===== config.mk =====
export PLATFORM = sky130hd
export DESIGN_NAME = imem_fetch_ctrl
export DESIGN_NICKNAME = d
export VERILOG_FILES = /design/src/rtl/rv_fetch_pkg.sv /design/src/rtl/fetch_skid_buf.sv /design/src/rtl/imem_fetch_ctrl.sv
export SDC_FILE = /design/constraint.sdc
export NUM_CORES = 1
export LEC_CHECK = 0
export ABC_CLOCK_PERIOD_IN_PS = 6970
export CORE_ASPECT_RATIO = 1.4
export CORE_MARGIN = 2
export CORE_UTILIZATION = 45
export CTS_BUF_LIST = sky130_fd_sc_hd__clkbuf_8
export CTS_CLUSTER_SIZE = 25
export DETAILED_ROUTE_END_ITERATION = 10
export PLACE_DENSITY = 0.78
export SYNTH_ARGS = -nofsm -noshare
export SYNTH_HDL_FRONTEND = slang
export SYNTH_SLANG_ARGS = --single-unit

===== constraint.sdc =====
create_clock -name clk -period 6.97 [get_ports clk]
set_clock_uncertainty 0.2 [all_clocks]
set_input_delay 2.091 -clock clk [delete_from_list [all_inputs] [get_ports clk]]
set_output_delay 2.091 -clock clk [all_outputs]
set_load 0.005 [all_outputs]

===== src/rtl/rv_fetch_pkg.sv =====
// Shared types and constants for the instruction fetch controller.
package rv_fetch_pkg;

  localparam int unsigned ADDR_W_DEF   = 10;
  localparam logic [31:0] RESET_PC_DEF = 32'h0000_0000;
  localparam logic [31:0] NOP_INSTR    = 32'h0000_0013;

  typedef enum logic [1:0] {
    IDLE = 2'd0,
    LOAD = 2'd1,
    RUN  = 2'd2
  } fetch_state_t;

  typedef struct packed {
    logic [31:0] pc;
    logic [31:0] instr;
  } fetch_entry_t;

endpackage


===== src/rtl/fetch_skid_buf.sv =====
// One-entry {pc,instr} holding register that catches read data arriving while decode is stalled.
module fetch_skid_buf
  import rv_fetch_pkg::*;
(
  input  logic         clk,
  input  logic         rst,
  input  logic         push,
  input  logic         pop,
  input  logic         clear,
  input  fetch_entry_t din,
  output fetch_entry_t dout,
  output logic         full
);

  // Clear beats push: a flush must drop whatever was arriving that cycle.
  always_ff @(posedge clk or posedge rst) begin
    if (rst) begin
      full <= 1'b0;
      dout <= '0;
    end else if (clear) begin
      full <= 1'b0;
    end else if (push) begin
      full <= 1'b1;
      dout <= din;
    end else if (pop) begin
      full <= 1'b0;
    end
  end

endmodule


===== src/rtl/imem_fetch_ctrl.sv =====
// Fetch-side sequencer for a single-port synchronous instruction RAM shared with a program loader.
module imem_fetch_ctrl
  import rv_fetch_pkg::*;
#(
  parameter int unsigned ADDR_W    = ADDR_W_DEF,
  parameter logic [31:0] RESET_PC  = RESET_PC_DEF,
  parameter logic [31:0] NOP_INSTR = rv_fetch_pkg::NOP_INSTR
) (
  input  logic              clk,
  input  logic              rst,
  input  logic              fetch_en,
  input  logic              ld_req,
  input  logic [ADDR_W-1:0] ld_addr,
  input  logic [31:0]       ld_data,
  output logic              ld_gnt,
  input  logic              redirect,
  input  logic [31:0]       redirect_pc,
  input  logic              stall,
  output logic [31:0]       instr,
  output logic [31:0]       instr_pc,
  output logic              instr_valid,
  output logic              mem_en,
  output logic              mem_we,
  output logic [ADDR_W-1:0] mem_addr,
  output logic [31:0]       mem_wdata,
  input  logic [31:0]       mem_rdata
);

  fetch_state_t state;
  logic [31:0]  pc;
  logic [31:0]  pc_q;
  logic         inflight;

  logic         run;
  logic         flush;
  logic         consume;
  logic         out_free;
  logic         ret;
  logic         free_slot;
  logic         issue;
  logic         skid_push;
  logic         skid_pop;
  logic         skid_full;
  fetch_entry_t skid_dout;

  // Issue/return qualifiers; a flush drops the read returning in the same cycle.
  always_comb begin
    run       = (state == RUN);
    flush     = run & (ld_req | redirect);
    consume   = instr_valid & ~stall;
    out_free  = ~instr_valid | ~stall;
    ret       = run & inflight & ~flush;
    free_slot = ~skid_full & ~(instr_valid & stall & inflight);
    issue     = run & ~ld_req & ~redirect & fetch_en & free_slot;
    skid_push = ret & ~out_free;
    skid_pop  = ~flush & skid_full & out_free;
  end

  // RAM port mux: loader owns the port in LOAD, fetch reads in RUN.
  always_comb begin
    ld_gnt    = 1'b0;
    mem_en    = 1'b0;
    mem_we    = 1'b0;
    mem_addr  = pc[ADDR_W+1:2];
    mem_wdata = '0;
    if (state == LOAD) begin
      ld_gnt    = ld_req;
      mem_en    = ld_req;
      mem_we    = ld_req;
      mem_addr  = ld_addr;
      mem_wdata = ld_data;
    end else if (issue) begin
      mem_en = 1'b1;
    end
  end

  fetch_skid_buf u_skid (
    .clk   (clk),
    .rst   (rst),
    .push  (skid_push),
    .pop   (skid_pop),
    .clear (flush),
    .din   ('{pc: pc_q, instr: mem_rdata}),
    .dout  (skid_dout),
    .full  (skid_full)
  );

  always_ff @(posedge clk or posedge rst) begin
    if (rst) begin
      state       <= IDLE;
      pc          <= RESET_PC;
      pc_q        <= '0;
      inflight    <= 1'b0;
      instr       <= NOP_INSTR;
      instr_pc    <= '0;
      instr_valid <= 1'b0;
    end else begin
      inflight <= issue;
      if (issue) begin
        pc_q <= pc;
        pc   <= pc + 32'd4;
      end
      case (state)
        IDLE: begin
          if (ld_req) state <= LOAD;
          else if (fetch_en) state <= RUN;
        end
        LOAD: begin
          if (!ld_req) begin
            state <= IDLE;
            pc    <= RESET_PC;
          end
        end
        RUN: begin
          if (flush) begin
            instr_valid <= 1'b0;
            instr       <= NOP_INSTR;
            if (ld_req) state <= LOAD;
            else pc <= redirect_pc & ~32'd3;
          end else begin
            // Skid entry is older than anything in flight, so it drains first.
            if (skid_pop) begin
              instr_valid <= 1'b1;
              instr       <= skid_dout.instr;
              instr_pc    <= skid_dout.pc;
            end else if (ret && out_free) begin
              instr_valid <= 1'b1;
              instr       <= mem_rdata;
              instr_pc    <= pc_q;
            end else if (consume) begin
              instr_valid <= 1'b0;
              instr       <= NOP_INSTR;
            end
            if (!fetch_en && !inflight && !skid_full && (!instr_valid || consume))
              state <= IDLE;
          end
        end
        default: state <= IDLE;
      endcase
    end
  end

endmodule


* Word level (Yosys, flattened, before mapping)
Cells that the tools add are included.
** Operators by class
- Add/sub/neg operators :: 1
- Multiply operators :: 0
- Div/mod/pow operators :: 0
- Magnitude comparators :: 0
- Equality and inequality tests :: 6
- Shift-type cells :: 0
- Mux-type cells :: 30
- Bitwise operators :: 24
- Reduce and logical (&&, ||, !) cells :: 17
** Operators by type and width (number)
- two-way mux 32 bit :: 11
- case mux 32 bit (2 select lines) :: 1
- adder 32 x 3 -> 32 bit (second input constant) :: 1
- AND 1 bit :: 14
- two-way mux 2 bit :: 6
- two-way mux 1 bit :: 10
- two-way mux 10 bit :: 1
- inverter 1 bit :: 8
- != test 3 bit (second input constant) :: 2
- case mux 2 bit (3 select lines) :: 1
- logical AND 1 bit :: 4
- zero test 1 bit :: 4
- AND reduction 2 bit :: 2
- AND reduction 4 bit :: 1
- nonzero test 4 bit :: 1
- != test 3 x 1 -> 1 bit (second input constant) :: 1
- AND reduction 3 bit :: 1
- nonzero test 3 bit :: 1
- == test 2 x 1 -> 1 bit (second input constant) :: 1
- == test 2 bit (second input constant) :: 1
- zero test 2 bit :: 1
- != test 2 bit (second input constant) :: 1
- bitwise OR 1 bit :: 2
- nonzero test 2 bit :: 1
- logical OR 1 bit :: 1
** Storage, ports and cells
- Flip-flop bits (word level) :: 197
- Bits in latches :: 0
- RAM bits :: 0
- Memory bits (read-only) :: 0
- Input port bits :: 112
- Output and inout port bits :: 110
- Memories kept :: 0

* Logic depth before layout (Yosys ltp)
- Depth after elaboration :: 9
- Depth in mapped cells :: 10
- Depth with buffers taken out :: 8

* Modules after synthesis
Synthesis repeated with hierarchy kept, for this count alone.
** Unflattened totals
- Cell total of the unflattened synthesis :: 887
- Area, all modules :: 9167.5 um^2
** By module, submodules not included
- imem_fetch_ctrl :: times used 1, cells each 746, area an instance 6422.4 um^2, seq. area each 3206.8 um^2
- fetch_skid_buf :: times used 1, cells each 141, area an instance 2745.1 um^2, seq. area each 1626.6 um^2

* Worst setup path before layout
No wires, ideal clock.
- Path type :: input to output
- Start point :: input redirect
- End point :: output mem_en
- Arrival time :: 3544 ps
- Required time :: 4679 ps
- Slack :: 1135 ps
- Stages :: 6
- Cells stage by stage :: or3b_1 -> buf_6 -> or3_1 -> clkbuf_1 -> clkbuf_1 -> o21ai_0
** Between the ends
- Cells in the longest elaborated chain, start to end :: 6
** RTL lines
- start, declared :: RTL line imem_fetch_ctrl.sv:16 : input logic redirect,
- inverter 1 bit :: RTL line imem_fetch_ctrl.sv:54 : issue = run & ~ld_req & ~redirect & fetch_en & free_slot;
- AND 1 bit (3 in a row) :: RTL line imem_fetch_ctrl.sv:54
- two-way mux 1 bit :: RTL line imem_fetch_ctrl.sv:72 : end else if (issue) begin
- two-way mux 1 bit :: RTL line imem_fetch_ctrl.sv:66 : if (state == LOAD) begin
- end, declared :: RTL line imem_fetch_ctrl.sv:22 : output logic mem_en,
No other way between the ends.

* Worst setup path in the final report
Same ends and word-level chain as after synthesis.

==> summary.txt <==
Setup path
  • Critical path type: primary input to output port
  • Crit path arrival time: roughly 4300 ps
  • CP required: 4680 ps
  • Setup crit end kind: output port
  • Worst path most repeated cell: clkdlybuf4s50_1
  • Worst setup path end: mem_en
  • Max stage delay cell, worst path: clkdlybuf4s50_1
  • CP cell instances: clkdlybuf4s50_1 > or3b_1 > or3_1 > o21ai_0 > clkdlybuf4s50_1
  • Slowest stage delay, CP: 570 ps
  • RR Startpoint: state[0]$_DFFE_PP0P_
  • Setup crit start: redirect
  • Cell depth of the worst setup path: 5
  • Worst path buffer plus inverter count: 2
  • Worst r2r dst: pc[6]$_DFF_PP0_
  • Worst reg2reg setup slack: 3330 ps
  • Crit Path Max Fanout: 7
  • Startpoint type of the worst setup path: primary input
  • Delay-heaviest family, CP: buffers and inverters
  • Worst Reg-to-Reg Cells: 9

Logic synthesis
  • Largest family of logic cells by synthesized area: simple AND/OR/NAND/NOR gates
  • Post-synthesis register bit count: about 190
  • Distinct cells, synth: 47
  • Asr flop ratio synth: 100%
  • Post-synth EDFFs: 0
  • Synth Area in Adders: 0.584%
  • Cells after Synth: 799
  • Post-synthesis average cell area: 10.7 um^2
  • Post-synthesis xor/xnor area fraction: 2.56%
  • Ys flop type: dfrtp_1
  • Synth Area in Compound Gates: approximately 8.8%
  • Yosys warns: 0
  • Mapped Area: 0.00856 mm^2
  • Proportion of synthesized area in mux cells: 13.3%
  • Sequential area share after synthesis: 55.3%
  • Simple-Gate Fraction of Synth Area: 15.3%

Pwr
  • Peak supply drop: 160 uV
  • Pwr/cell area: 238 mW/mm^2
  • Leak: between 5 and 6 nW

Finish
  • Layout cells sized above 1: 12.8%
  • Layout Nets: between 1000 and 1500
  • Ant diodes: 0
  • Area Overhead vs Synth: 32.5%
  • Post-Layout Cell Count: 1253
  • Finished Core Util: approximately 60%

Detailed routing
  • TritonRoute pass-1 iters: 6
  • Total wire length: 21100 um
  • DRC violations left: 0
  • WL/cell: between 15 and 20 um
  • Antenna-violating nets left: 0
  • Vias/cell: ~5.3
  • Via count: 6679
  • DRT iter0 DRCs: 472

STA
  • Period minus WS final: 6630 ps
  • RSZ-0062 raised after global routing: false
  • Final setup fails: 0
  • Final period utilization: 95.1%
  • Post-Route Setup TNS: 0 ps
  • Worst rel slew slack: approximately a fifth
  • Final worst slack: 340 ps
  • Fmax: 0.151 GHz
  • Slew Limit Fails: 0
  • Worst-margin pin slew: between 1000 and 1500 ps
  • Hold Fails Final Rpt: 0

Die
  • Die Span Y: 167 um
  • Initial core utilization: 46.0%
  • Die X: 121 um
  • Core area: approximately 0.019 mm^2
  • Die ar.: slightly above 0.02 mm^2
  • Num ports: 222
  • # rows: 59

Clocking
  • Post-CTS resize count: 0
  • Hold buffers post-CTS: 0
  • Clock-pin slew on the worst setup and hold paths: 100 ps
  • Clk_lat worst skew: between 400 and 500 ps
  • Postcts setup bufs: 0
  • Num CTS Buffers: 17
  • TritonCTS clock tree: yes
  • H-tree lvl count: 4
  • Clock Tree Buf Depth: 2
  • Clock root cell: clkbuf_8
  • Clock Sinks: 189

Placement
  • Hpwl dp: 14800 um
  • PortBufs: 217
  • Routability congestion estimate: 0.803
  • Dpl cells: 1221
  • Setup WS pre-CTS: 354 ps

Worst hold path
  • Hold path cells: 2
  • Worst Hold Launch: instr[4]$_DFFE_PP1P_
  • Hold WC Path Type: flop to flop

Global route
  • First-pass GRT wire length: approximately 33000 um
  • Initial antenna violation count: 0
  • Vias in the first global route: roughly 6500
  • Largest net degree at the start of global routing: between 100 and 150
  • Gr ovfl total: 0
  • GRT Total Usage: 20.9%

Flow run
  • MaxCap Viol Count: 0

Outcome
  • Outcome: completed
cells in the final DEF, fill, tap and decap left out, types with 5 or more instances in the layout:
master / instances
a21oi_1: 38
a222oi_1: 29
and2_1: 36
and3_1: 8
buf_4: 12
clkbuf_8: 19
clkdlybuf4s50_1: 217
dfrtp_1: 186
inv_1: 34
inv_6: 5
mux2_2: 72
mux2i_1: 33
nand2_1: 125
nand3_1: 19
nand4_1: 14
nor2_1: 39
o21ai_0: 32
xnor2_1: 5
xor2_1: 20
stage by stage:
| step | total power [mW] | area [um^2] | hold slack (ps) |
|---|---|---|---|
| 2_1_floorplan | 1.63 | 8570 | 253 |
| 3_3_place_gp | 2.02 | 11000 | 269 |
| 3_5_place_dp | 2.04 | 11000 | 273 |
| 4_1_cts | 2.73 | 11300 | 299 |
| 5_1_grt | 2.86 | 11300 | 313 |
| 6_report | 2.70 | 11300 | 295 |
worst register-to-register path, stage by stage (launching register included):
cell,delay (ps)
dfrtp_1,410
inv_1,90
ha_1,650
or3b_1,430
or3_1,390
buf_4,270
clkinv_1,590
nand4_1,200
xor2_1,170
o21ai_0,160
final cells by class:
cell class / count / area, um^2
Tap cell: 244 / 305
Timing Repair Buffer: 230 / 2280
Multi-Input combinational cell: 522 / 3500
Sequential cell: 189 / 4730
Fill cell: 1578 / 7260
Clock inverter: 13 / 123
Clock buffer: 19 / 262
Inverter: 36 / 139
cells by family after synthesis:
kind of cell	after synthesis
AO/OA/AOI/OAI	114
XOR/XNOR	25
adder cells (fa/ha/maj)	4
buffers and inverters	89
flip-flops	189
multiplexers	105
other	1
AND/OR/NAND/NOR	272
synthesized netlist by cell type, drive strengths merged, types with 2 or more instances:
cell	count	area (um^2)
and4	2	17.5
nand4	14	87.6
a22oi	3	22.5
mux2	72	811
clkbuf	44	165
o21a	2	15.0
and3	8	50.1
a21oi	38	190
inv	35	131
nand2	126	475
dfrtp	186	4650
dfstp	3	78.8
a222oi	29	290
nand3	20	100
nor3	5	25.0
nor2	40	150
xnor2	5	43.8
and2	37	231
nand2b	4	25.0
nor3b	4	30.0
o21ai	32	160
o31ai	2	15.0
mux2i	33	330
ha	4	50.1
buf	9	53.8
or3	2	12.5
a31oi	2	12.5
xor2	20	175
nor4	5	61.3
per-layer routing:
metal	vias up	global-route usage, %	wire length [um]
met3	27	3.44	1070
met4	0	7.84	453
met1	3286	26.8	8880
met5	-	0	0
li1	3159	-	-
met2	207	35.5	10700
report_power, final:
group / internal [mW] / switching [mW] / total [mW]
Combinational: 0.389 / 0.322 / 0.711
Clock: 0.280 / 0.414 / 0.694
Sequential: 1.20 / 0.0976 / 1.30
state kept, by name (all words and copies together) (netlist names):
name,cells
instr_pc,30
inflight,1
u_skid.full,1
pc_q,30
instr_valid,1
state,2
instr,32
pc,30
u_skid.dout,62
worst min-delay path by stage:
stage	endpoint	slack [ps]
floorplan	pc_q[31]$_DFFE_PP0N_	250
global placement	instr[12]$_DFFE_PP0P_	270
detailed placement	instr[12]$_DFFE_PP0P_	270
CTS	instr[12]$_DFFE_PP0P_	300
global route	instr[27]$_DFFE_PP0P_	310
finish	instr[4]$_DFFE_PP1P_	290
Note: power is estimated with default switching activity, not from simulation.
